==> src/rtl/pc_pkg.sv <==
// rtl/pc_pkg.sv - shared types and defaults for the fetch-stage program counter
package pc_pkg;

    typedef enum logic {
        RUN     = 1'b0,
        HANDLER = 1'b1
    } pc_state_t;

    localparam int DEFAULT_STEP       = 1;
    localparam int DEFAULT_IRQ_VECTOR = 64;

    function automatic int prog_sel_w(input int num_programs);
        return (num_programs > 1) ? $clog2(num_programs) : 1;
    endfunction

endpackage

==> src/rtl/pc_irq_tracker.sv <==
// rtl/pc_irq_tracker.sv - interrupt rising-edge detect and single-bit pending latch
module pc_irq_tracker (
    input  logic clock,
    input  logic reset,
    input  logic interrupt,
    input  logic take,
    output logic pending
);

    logic irq_prev;
    logic pending_q;
    logic edge_seen;

    assign edge_seen = interrupt & ~irq_prev;
    // An edge arriving this cycle is visible at once so RUN can enter without delay.
    assign pending   = pending_q | edge_seen;

    always_ff @(posedge clock) begin
        if (!reset) begin
            irq_prev  <= interrupt;
            pending_q <= 1'b0;
        end else begin
            irq_prev  <= interrupt;
            pending_q <= pending & ~take;
        end
    end

endmodule

==> src/rtl/program_counter_unit.sv <==
// rtl/program_counter_unit.sv - parametrised fetch PC with boot table, stall and interrupt entry/return
module program_counter_unit
    import pc_pkg::*;
#(
    parameter int                            WIDTH        = 32,
    parameter int                            NUM_PROGRAMS = 4,
    parameter logic [NUM_PROGRAMS*WIDTH-1:0] BOOT_VECTORS = {WIDTH'(29), WIDTH'(14), WIDTH'(0), {WIDTH{1'b1}}},
    parameter int                            STEP         = DEFAULT_STEP,
    parameter int                            IRQ_VECTOR   = DEFAULT_IRQ_VECTOR
) (
    input  logic                                  clock,
    input  logic                                  reset,
    input  logic [prog_sel_w(NUM_PROGRAMS)-1:0]   progr,
    input  logic                                  stall,
    input  logic                                  pc_src,
    input  logic [WIDTH-1:0]                      address,
    input  logic                                  interrupt,
    input  logic                                  eret,
    output logic [WIDTH-1:0]                      programCounter,
    output logic [WIDTH-1:0]                      epc,
    output logic                                  in_handler,
    output logic                                  irq_ack,
    output logic                                  eret_fault
);

    localparam int               PROG_SEL_W = prog_sel_w(NUM_PROGRAMS);
    localparam int               SEL_EXT_W  = PROG_SEL_W + 1;
    localparam logic [WIDTH-1:0] STEP_W     = WIDTH'(STEP);
    localparam logic [WIDTH-1:0] IRQ_W      = WIDTH'(IRQ_VECTOR);

    pc_state_t        state_q, state_d;
    logic [WIDTH-1:0] pc_q, pc_d;
    logic [WIDTH-1:0] epc_q, epc_d;
    logic             ack_q, ack_d;
    logic             fault_q, fault_d;
    logic [WIDTH-1:0] seq;
    logic [WIDTH-1:0] boot_vec;
    logic [SEL_EXT_W-1:0] progr_ext;
    logic             pending;
    logic             take;

    pc_irq_tracker u_irq_tracker (
        .clock     (clock),
        .reset     (reset),
        .interrupt (interrupt),
        .take      (take),
        .pending   (pending)
    );

    assign seq       = pc_src ? address : pc_q + STEP_W;
    assign progr_ext = {1'b0, progr};

    // Out-of-range selects match no slot and fall back to slot 0.
    always_comb begin
        boot_vec = BOOT_VECTORS[WIDTH-1:0];
        for (int i = 0; i < NUM_PROGRAMS; i++) begin
            if (progr_ext == SEL_EXT_W'(i)) begin
                boot_vec = BOOT_VECTORS[i*WIDTH +: WIDTH];
            end
        end
    end

    always_comb begin
        state_d = state_q;
        pc_d    = pc_q;
        epc_d   = epc_q;
        ack_d   = 1'b0;
        fault_d = 1'b0;
        take    = 1'b0;
        if (!stall) begin
            case (state_q)
                RUN: begin
                    if (eret) begin
                        pc_d    = seq;
                        fault_d = 1'b1;
                    end else if (pending) begin
                        epc_d   = seq;
                        pc_d    = IRQ_W;
                        take    = 1'b1;
                        ack_d   = 1'b1;
                        state_d = HANDLER;
                    end else begin
                        pc_d = seq;
                    end
                end
                HANDLER: begin
                    // Pending stays set across the return so it is taken next cycle.
                    if (eret) begin
                        pc_d    = epc_q;
                        state_d = RUN;
                    end else begin
                        pc_d = seq;
                    end
                end
                default: state_d = RUN;
            endcase
        end
    end

    always_ff @(posedge clock) begin
        if (!reset) begin
            state_q <= RUN;
            pc_q    <= boot_vec;
            epc_q   <= '0;
            ack_q   <= 1'b0;
            fault_q <= 1'b0;
        end else begin
            state_q <= state_d;
            pc_q    <= pc_d;
            epc_q   <= epc_d;
            ack_q   <= ack_d;
            fault_q <= fault_d;
        end
    end

    assign programCounter = pc_q;
    assign epc            = epc_q;
    assign in_handler     = (state_q == HANDLER);
    assign irq_ack        = ack_q;
    assign eret_fault     = fault_q;

endmodule

==> config.mk <==
export PLATFORM = sky130hd
export DESIGN_NAME = program_counter_unit
export DESIGN_NICKNAME = d
export VERILOG_FILES = /design/src/rtl/pc_pkg.sv /design/src/rtl/pc_irq_tracker.sv /design/src/rtl/program_counter_unit.sv
export SDC_FILE = /design/constraint.sdc
export NUM_CORES = 1
export LEC_CHECK = 0
export ABC_AREA = 0
export CORE_UTILIZATION = 35
export DETAILED_ROUTE_END_ITERATION = 7
export SYNTH_ARGS = -nofsm -noshare
export SYNTH_HDL_FRONTEND = slang
export SYNTH_SLANG_ARGS = --single-unit
==> constraint.sdc <==
create_clock -name clock -period 6.25 [get_ports clock]
set_input_delay 0.9375 -clock clock [delete_from_list [all_inputs] [get_ports clock]]
set_output_delay 0.9375 -clock clock [all_outputs]
set_load 0.1 [all_outputs]
=== Word level (Yosys, flattened, before mapping) ===
Cells that the tools add are included.

* Reduce and logical (&&, ||, !) cells: 2
* Shifts and indexed selects: 0
* $mul: 0
* Mux-type cells: 17
* Divide/modulo/power cells: 0
* Equality and inequality tests: 4
* Add/sub/neg operators: 1
* Order comparisons: 0
* Bitwise logic cells: 9

{| class="wikitable"
|+ Operators with widths
! operator !! count
|-
| $mux W32 || 9
|-
| $pmux W32 S2 || 1
|-
| $add A32 B1 Y32 const B || 1
|-
| $mux W1 || 6
|-
| $not A1 Y1 || 6
|-
| $eq A2 B2 Y1 const B || 2
|-
| $reduce_and A4 Y1 || 1
|-
| $reduce_or A3 Y1 || 1
|-
| $and A1 B1 Y1 || 2
|-
| $eq A2 B1 Y1 const B || 1
|-
| $ne A2 B2 Y1 const B || 1
|-
| $pmux W1 S2 || 1
|-
| $or A1 B1 Y1 || 1
|}

* Flip-flop bits (word level): 69
* Bits in latches: 0
* Bits in writable memories: 0
* Memories: 0
* Output and inout port bits: 67
* ROM bits: 0
* Logic and storage cells: 40

=== Longest topological paths before layout ===
* Depth in word-level cells: 9
* Depth in mapped cells: 8
* Depth with buffers taken out: 7

=== Modules after synthesis ===
A second synthesis with hierarchy kept.

* Cell total of the unflattened synthesis: 525
* Area total of the unflattened synthesis: 4459.3 µm²

{| class="wikitable"
|+ By module, submodules not included
! module !! seq. area each (µm²) !! area each (µm²) !! instances !! cells each
|-
| program_counter_unit || 1661.6 || 4385.5 || 1 || 519
|-
| pc_irq_tracker || 40.0 || 73.8 || 1 || 6
|}

=== Least setup slack after synthesis ===
No wires, ideal clock.

* Path type: input -> register
* Start point: in reset
* End point: reg pc_q[0] (netlist: programCounter[0]) (enable)
* Slack: 3.271 ns
* Setup time: 0.479 ns
* Arrival: 2.500 ns
* Path buffers: 4
* Stages on the path: 5
* Cell sequence: buf_2 > clkbuf_1 > clkbuf_1 > clkbuf_1 > nand2_1

* Longest elaborated chain between the ends: 1

{| class="wikitable"
|+ Ends and longest elaborated chain
! what !! RTL line !! source
|-
| start: declaration || program_counter_unit.sv:12 || <nowiki>input logic reset,</nowiki>
|-
| $ne A2 B2 Y1 (no line) || n/a ||
|-
| end signal: assignment || program_counter_unit.sv:103 || <nowiki>pc_q <= boot_vec;</nowiki>
|-
| end signal: assignment || program_counter_unit.sv:109 || <nowiki>pc_q <= pc_d;</nowiki>
|-
| end: declaration || program_counter_unit.sv:32 || <nowiki>logic [WIDTH-1:0] pc_q, pc_d;</nowiki>
|}

Every way passes these cells.
A chain may end at the register's enable or synchronous reset.

=== Final worst setup path ===
* Start point: in eret
* End point: reg epc_q[13] (netlist: epc[13])

* Longest elaborated chain between the ends: 2

{| class="wikitable"
|+ Ends and longest elaborated chain
! what !! RTL line !! source
|-
| start: declaration || program_counter_unit.sv:18 || <nowiki>input logic eret,</nowiki>
|-
| $not A1 Y1 (no line) || n/a ||
|-
| $reduce_and A4 Y1 (no line) || n/a ||
|-
| end signal: assignment || program_counter_unit.sv:110 || <nowiki>epc_q <= epc_d;</nowiki>
|-
| end: declaration || program_counter_unit.sv:33 || <nowiki>logic [WIDTH-1:0] epc_q, epc_d;</nowiki>
|}

Every way passes these cells.

==> reports/metrics.yaml <==
placed_design:
  gp_congestion: 0.834
  dp_hpwl_um: 10000
  portBuffers: 106
  dpl_cell_area_um2: 5250
run:
  cap_viol_max_count: 0
synthesis:
  synth_fp_nets: 507
  syn_inst: 462
  synth_warnings: 0
  async_flop_share: 0
  yosysTopAreaCell: "edfxtp_1"
  synth_ff_type: "dfxtp_1"
  synth_edf_count: 32
  synth.ff_latch_count: 69
  synthTopCellsByCount: "67 x nand2_1, 39 x o21ai_0, 37 x dfxtp_1"
  avgSynthCellArea_um2: 8.92
  post-synth-top-count-cell: "nand2_1"
  ys_types: 68
  synthTopCellsByArea: "edfxtp_1 23%, dfxtp_1 18%, nand2_1 6.1%, o21ai_0 4.7%, xnor2_1 3.4%"
  synth_area_um2: 4120
  seq_area_frac_synth: 0.413
  synth_top_area_share: 0.233
clocking:
  clkTransAtPathRegs_ns: 0.06
  clock_path_buffers: 2
  cts_buffers: 9
  clock_sinks: 69
  post_cts_buffers: 0
  cts.repair.resized: 0
  cts-root-buf: "clkbuf_16"
  holdBufCountCts: 0
  cts.htree.levels: 3
  cts_tree: "yes"
  clk_latency_ns: 0.34
global_routing:
  grt_max_degree: 56
  antenna_found_initial: 0
  grt_usage: 0.229
  grt-ovfl-total: 0
  grt_pass1_wl_um: 21700
  grt_pass1_vias: 3854
worst_setup_path:
  crit_slowest_cell: "clkdlybuf4s50_1"
  cp.required_ns: 6.48
  cp-start-kind: "input port"
  critPathKind: "in2reg"
  ff2ff_setup_slack_ns: 3.62
  startpoint: "eret"
  critical_path.cell_chain: "clkdlybuf4s50_1 > inv_1 > o21ai_1 > nor3_4 > nand2_1 > clkinv_1 > a32o_1"
  cpPeakStageDelay_ns: 0.92
  reg2reg_to: "epc[13]$_SDFFE_PN0P_"
  worstPathArrival_ns: 4.24
  cp_top_family: "buffers and inverters"
  r2r_start: "u_irq_tracker.irq_prev$_DFF_P_"
  rr_worst_depth: 6
  end_kind: "register"
  worst-path-buf-inv: 3
  crit_fanout: 21
timing:
  rsz0062_at_grt: "false"
  post-route-period-util: 0.642
  setup_viol: 0
  clock_skew_ns: 0.00823
  finalSetupTns_ns: 0
  post-route-min-period_ns: 4.01
  slew_viol_final: 0
  worst_hold_slack_ns: 0.477
  hold_viol: 0
  tightestPinTransition_ns: 0.989
  relSlewSlack: 0.339
  fmax_ghz: 0.249
status:
  outcome: "finished, final reports clean"
pwr:
  p_leak_nw: 2.01
  irDropWorstVdd_v: 0.000137
  totalPowerFinal_w: 0.00161
  power.density_nw_per_um2: 289
route:
  drt_iter0_markers: 351
  vias: 4126
  drt-total-wl_um: 14000
  antenna_left: 0
  drtPass1Iterations: 6
  drcViolationCount: 0
  wl_per_cell_um: 20.0
  avgViaCountPerCell: 5.89
layout:
  final_nets: 597
  final_core_util: 0.486
  areaGrowthSynthToFinish_pct: 35.3
  fill_cells: 1086
  stdcell_area_um2: 5580
  antenna_cells: 0
  drive_gt1_frac: 0.0664
hold_path:
  hold_path_end: "epc[30]$_SDFFE_PN0P_"
  min_path_type: "reg2reg"
  min_from: "epc[30]$_SDFFE_PN0P_"
  hold_path_depth: 2
die:
  die_w_um: 111
  num_io_pins: 107
  start_util: 0.359
  core_area_um2: 11500
  fp.dieH_um: 111
  fp-row-count: 39
  die_area_um2: 12200
-- worst register-to-register path: stages, from the launching register on --
cell and delay [ns]:
dfxtp_1 0.30, nor2b_1 0.07, o21ai_1 0.66, nor3_4 0.23, nand2_1 0.53, clkinv_1 0.38
a32o_1 0.35
-- sequential cells by signal, summed over array words and instances (netlist names) --
name                     cells
epc                         32
eret_fault                   1
in_handler                   1
irq_ack                      1
programCounter              32
u_irq_tracker.irq_prev       1
u_irq_tracker.pending_q      1
-- where the power goes --
group	switching (W)	leakage, nW	internal [W]
sequential	0.0000534	0.639	0.000514
combinational	0.000353	1.21	0.000130
clock	0.000209	0.152	0.000351
total	0.000615	2.01	0.000996
-- cell usage in the layout, fill, tap and decap left out, drive strengths merged, types with 8 or more instances in the layout --
master / instances
clkdlybuf4s50: 105
nand2b: 9
xnor2: 16
a21boi: 8
clkbuf: 9
nor2: 23
inv: 10
o31ai: 9
nand4: 12
and2: 8
a21oi: 17
dfxtp: 37
edfxtp: 32
xor2: 8
nand3: 17
nand2: 68
o21ai: 45
-- cell type report --
cell class | count | area, um2 | share of cell area
Tap cell | 143 | 179 | 0.0321
Timing Repair Buffer | 110 | 1090 | 0.195
Multi-Input combinational cell | 353 | 2250 | 0.404
Sequential cell | 69 | 1700 | 0.305
Inverter | 9 | 33.8 | 0.00606
Clock buffer | 9 | 225 | 0.0404
Clock inverter | 7 | 97.6 | 0.0175
-- cells by family (layout without fill, tap and decap cells) --
logic type                 Yosys count  in the layout  synth area share
and+or+nand+nor                    175            175             0.229
adders and majority gates            5              5            0.0152
AOI/OAI and AO/OA                  142            142             0.234
buffers and inverters               40            135            0.0404
DFF                                 69             69             0.413
xor gates and xnor gates            24             24            0.0510
muxes                                7              7            0.0176
-- through the flow --
step                cells  worst slack (ns)
finish                700              2.24
global placement      684              2.16
detailed placement    684              1.96
CTS                   700              2.29
floorplan             462              3.27
global route          700              1.93
-- worst max path at each step --
| stage | end | slack (ns) | cells past startpoint |
|---|---|---|---|
| 3_5_place_dp | epc[13]$_SDFFE_PN0P_ | 1.96 | 7 |
| 3_3_place_gp | epc[13]$_SDFFE_PN0P_ | 2.16 | 7 |
| 6_report | epc[13]$_SDFFE_PN0P_ | 2.24 | 7 |
| 5_1_grt | epc[26]$_SDFFE_PN0P_ | 1.93 | 8 |
| 2_1_floorplan | programCounter[0]$_DFFE_PP_ | 3.27 | 5 |
| 4_1_cts | epc[13]$_SDFFE_PN0P_ | 2.29 | 7 |
-- per-layer routing --
layer / GRT usage / up-vias / routed length (um)
met3: 0.0543 / 21 / 1150
met5: 0 / - / 0
li1: - / 1901 / -
met4: 0.0720 / 0 / 299
met2: 0.354 / 190 / 6490
met1: 0.315 / 2014 / 6080
Power figures use the tool's default switching activity.
==> edit: new RTL, same flow settings <==
Put one more register stage on the output `programCounter`, without a reset. The value now appears one clock later. The other outputs are not delayed to match.
--- a/src/rtl/program_counter_unit.sv
+++ b/src/rtl/program_counter_unit.sv
@@ -113,7 +113,9 @@
         end
     end
 
-    assign programCounter = pc_q;
+    always_ff @(posedge clock) begin
+        programCounter <= pc_q;
+    end
     assign epc            = epc_q;
     assign in_handler     = (state_q == HANDLER);
     assign irq_ack        = ack_q;
Behaviour: not the same (a bounded check fails within 4 cycles, from zero or initial values and one cycle with reset low).
==> edit against the original RTL <==
  * Sequential cell count rose by 32
  * Routed wire length rose by 4.7%
  * Global-route usage fell by 2.1 points
  * Setup slack improved by 380 ps
  * Total power rose by 15%
  * Design area rose by 13%
  * Area after synthesis rose by 17%
  * Die area rose by 17%
  * Critical endpoint is now epc[21]
  * Largest power group unchanged
==> edit: results (changes against the original RTL) <==
drt initial violations=447 (+27%); Critical Path AT=3860 ps (-380 ps); end of the worst hold path=programCounter[26]; R2R Path End=pc_q[24]; sequential area share after synthesis=0.4855 (+0.07261); vias in the first global route=4148 (+7.6%); Pre-Repair DR Iteration Count=5 (-1); DRT Wirelength=14670 microns (+4.7%); Final Skew=8.738 ps (+0.5114 ps); DR vias/cell=5.549 (-5.9%); Cell variety after synth=58 (-15%); maximum VDD drop=0.1389 mV (+1.3%); Placer Congestion=0.8282 (-0.67%); CP Max Fanout=28 (+33%); Net Count, Synth=569 (+12%); slowest stage delay, CP=620 ps (-300 ps); Cells on Worst Hold Path=0 (-2); share of cells above drive strength 1=0.06149 (-0.004939); slowest CP cell=clkinv_1; Clk Latency, worst-skew pair=350 ps; status=completed; worst hold slack=372.8 ps (-104.5 ps); GRT Total Usage=0.2081 (-0.02094); Slew headroom=0.3406 (+0.001959); hpwl dp=10100 microns (+0.96%); global-route wire length before repair=22740 microns (+4.6%); Worst R2R Start=pc_q[0]; Final Net Count=659 (+10%); ranking of synthesized cells by area=dfxtp_1 29%, edfxtp_1 20%, nand2_1 7.8%; leakage power=2.317 nW (+16%)
==> edit: per-stage QoR <==
stage               instances  worst slack [ps]  instance area [sq um]
floorplan                 524              3701                   4825
CTS                       794              2716                   6312
detailed placement        779              2355                   6012
finish                    794              2615                   6312
global route              794              2432                   6312
global placement          779              2485                   6012
==> edit: power by group <==
group	total (W)	internal [W]	switching [W]
clock network	0.000585	0.000350	0.000235
logic	0.000486	0.000130	0.000356
registers	0.000788	0.000741	0.0000467
==> edit: layout make-up <==
class	count	area, sq um
fill	1277	7036
clock inverter	2	60.06
sequential	101	2342
tap	176	220.2
multi-input combinational	380	2311
timing repair buffer	112	1101
inverter	10	37.54
clock buffer	13	240.2
==> edit: worst max-delay path by stage <==
stage / endpoint / slack (ps)
final: epc[21] / 2610
after global routing: epc[21] / 2430
after CTS: epc[21] / 2720
after detailed placement: epc[21] / 2350
after global placement: epc[21] / 2480
after floorplan: pc_q[0] / 3700
==> edit: cells by family after synthesis <==
family                     Yosys count  synth area share
AOI/OAI and AO/OA                  146            0.1992
muxes                                7           0.01530
and+or+nand+nor                    200            0.2106
DFF                                101            0.4855
xor gates and xnor gates            22           0.03994
adders and majority gates            5           0.01297
buffers and inverters               43           0.03656
==> edit: routing by layer <==
| layer | vias to the layer above | part of all wire | global-route usage |
|---|---|---|---|
| met3 | 18 | 0.077 | 0.03161 |
| met5 | - | 0 | 0 |
| met1 | 2078 | 0.43 | 0.2810 |
| met4 | 0 | 0.018 | 0.07891 |
| li1 | 2083 | - | - |
| met2 | 227 | 0.48 | 0.3350 |
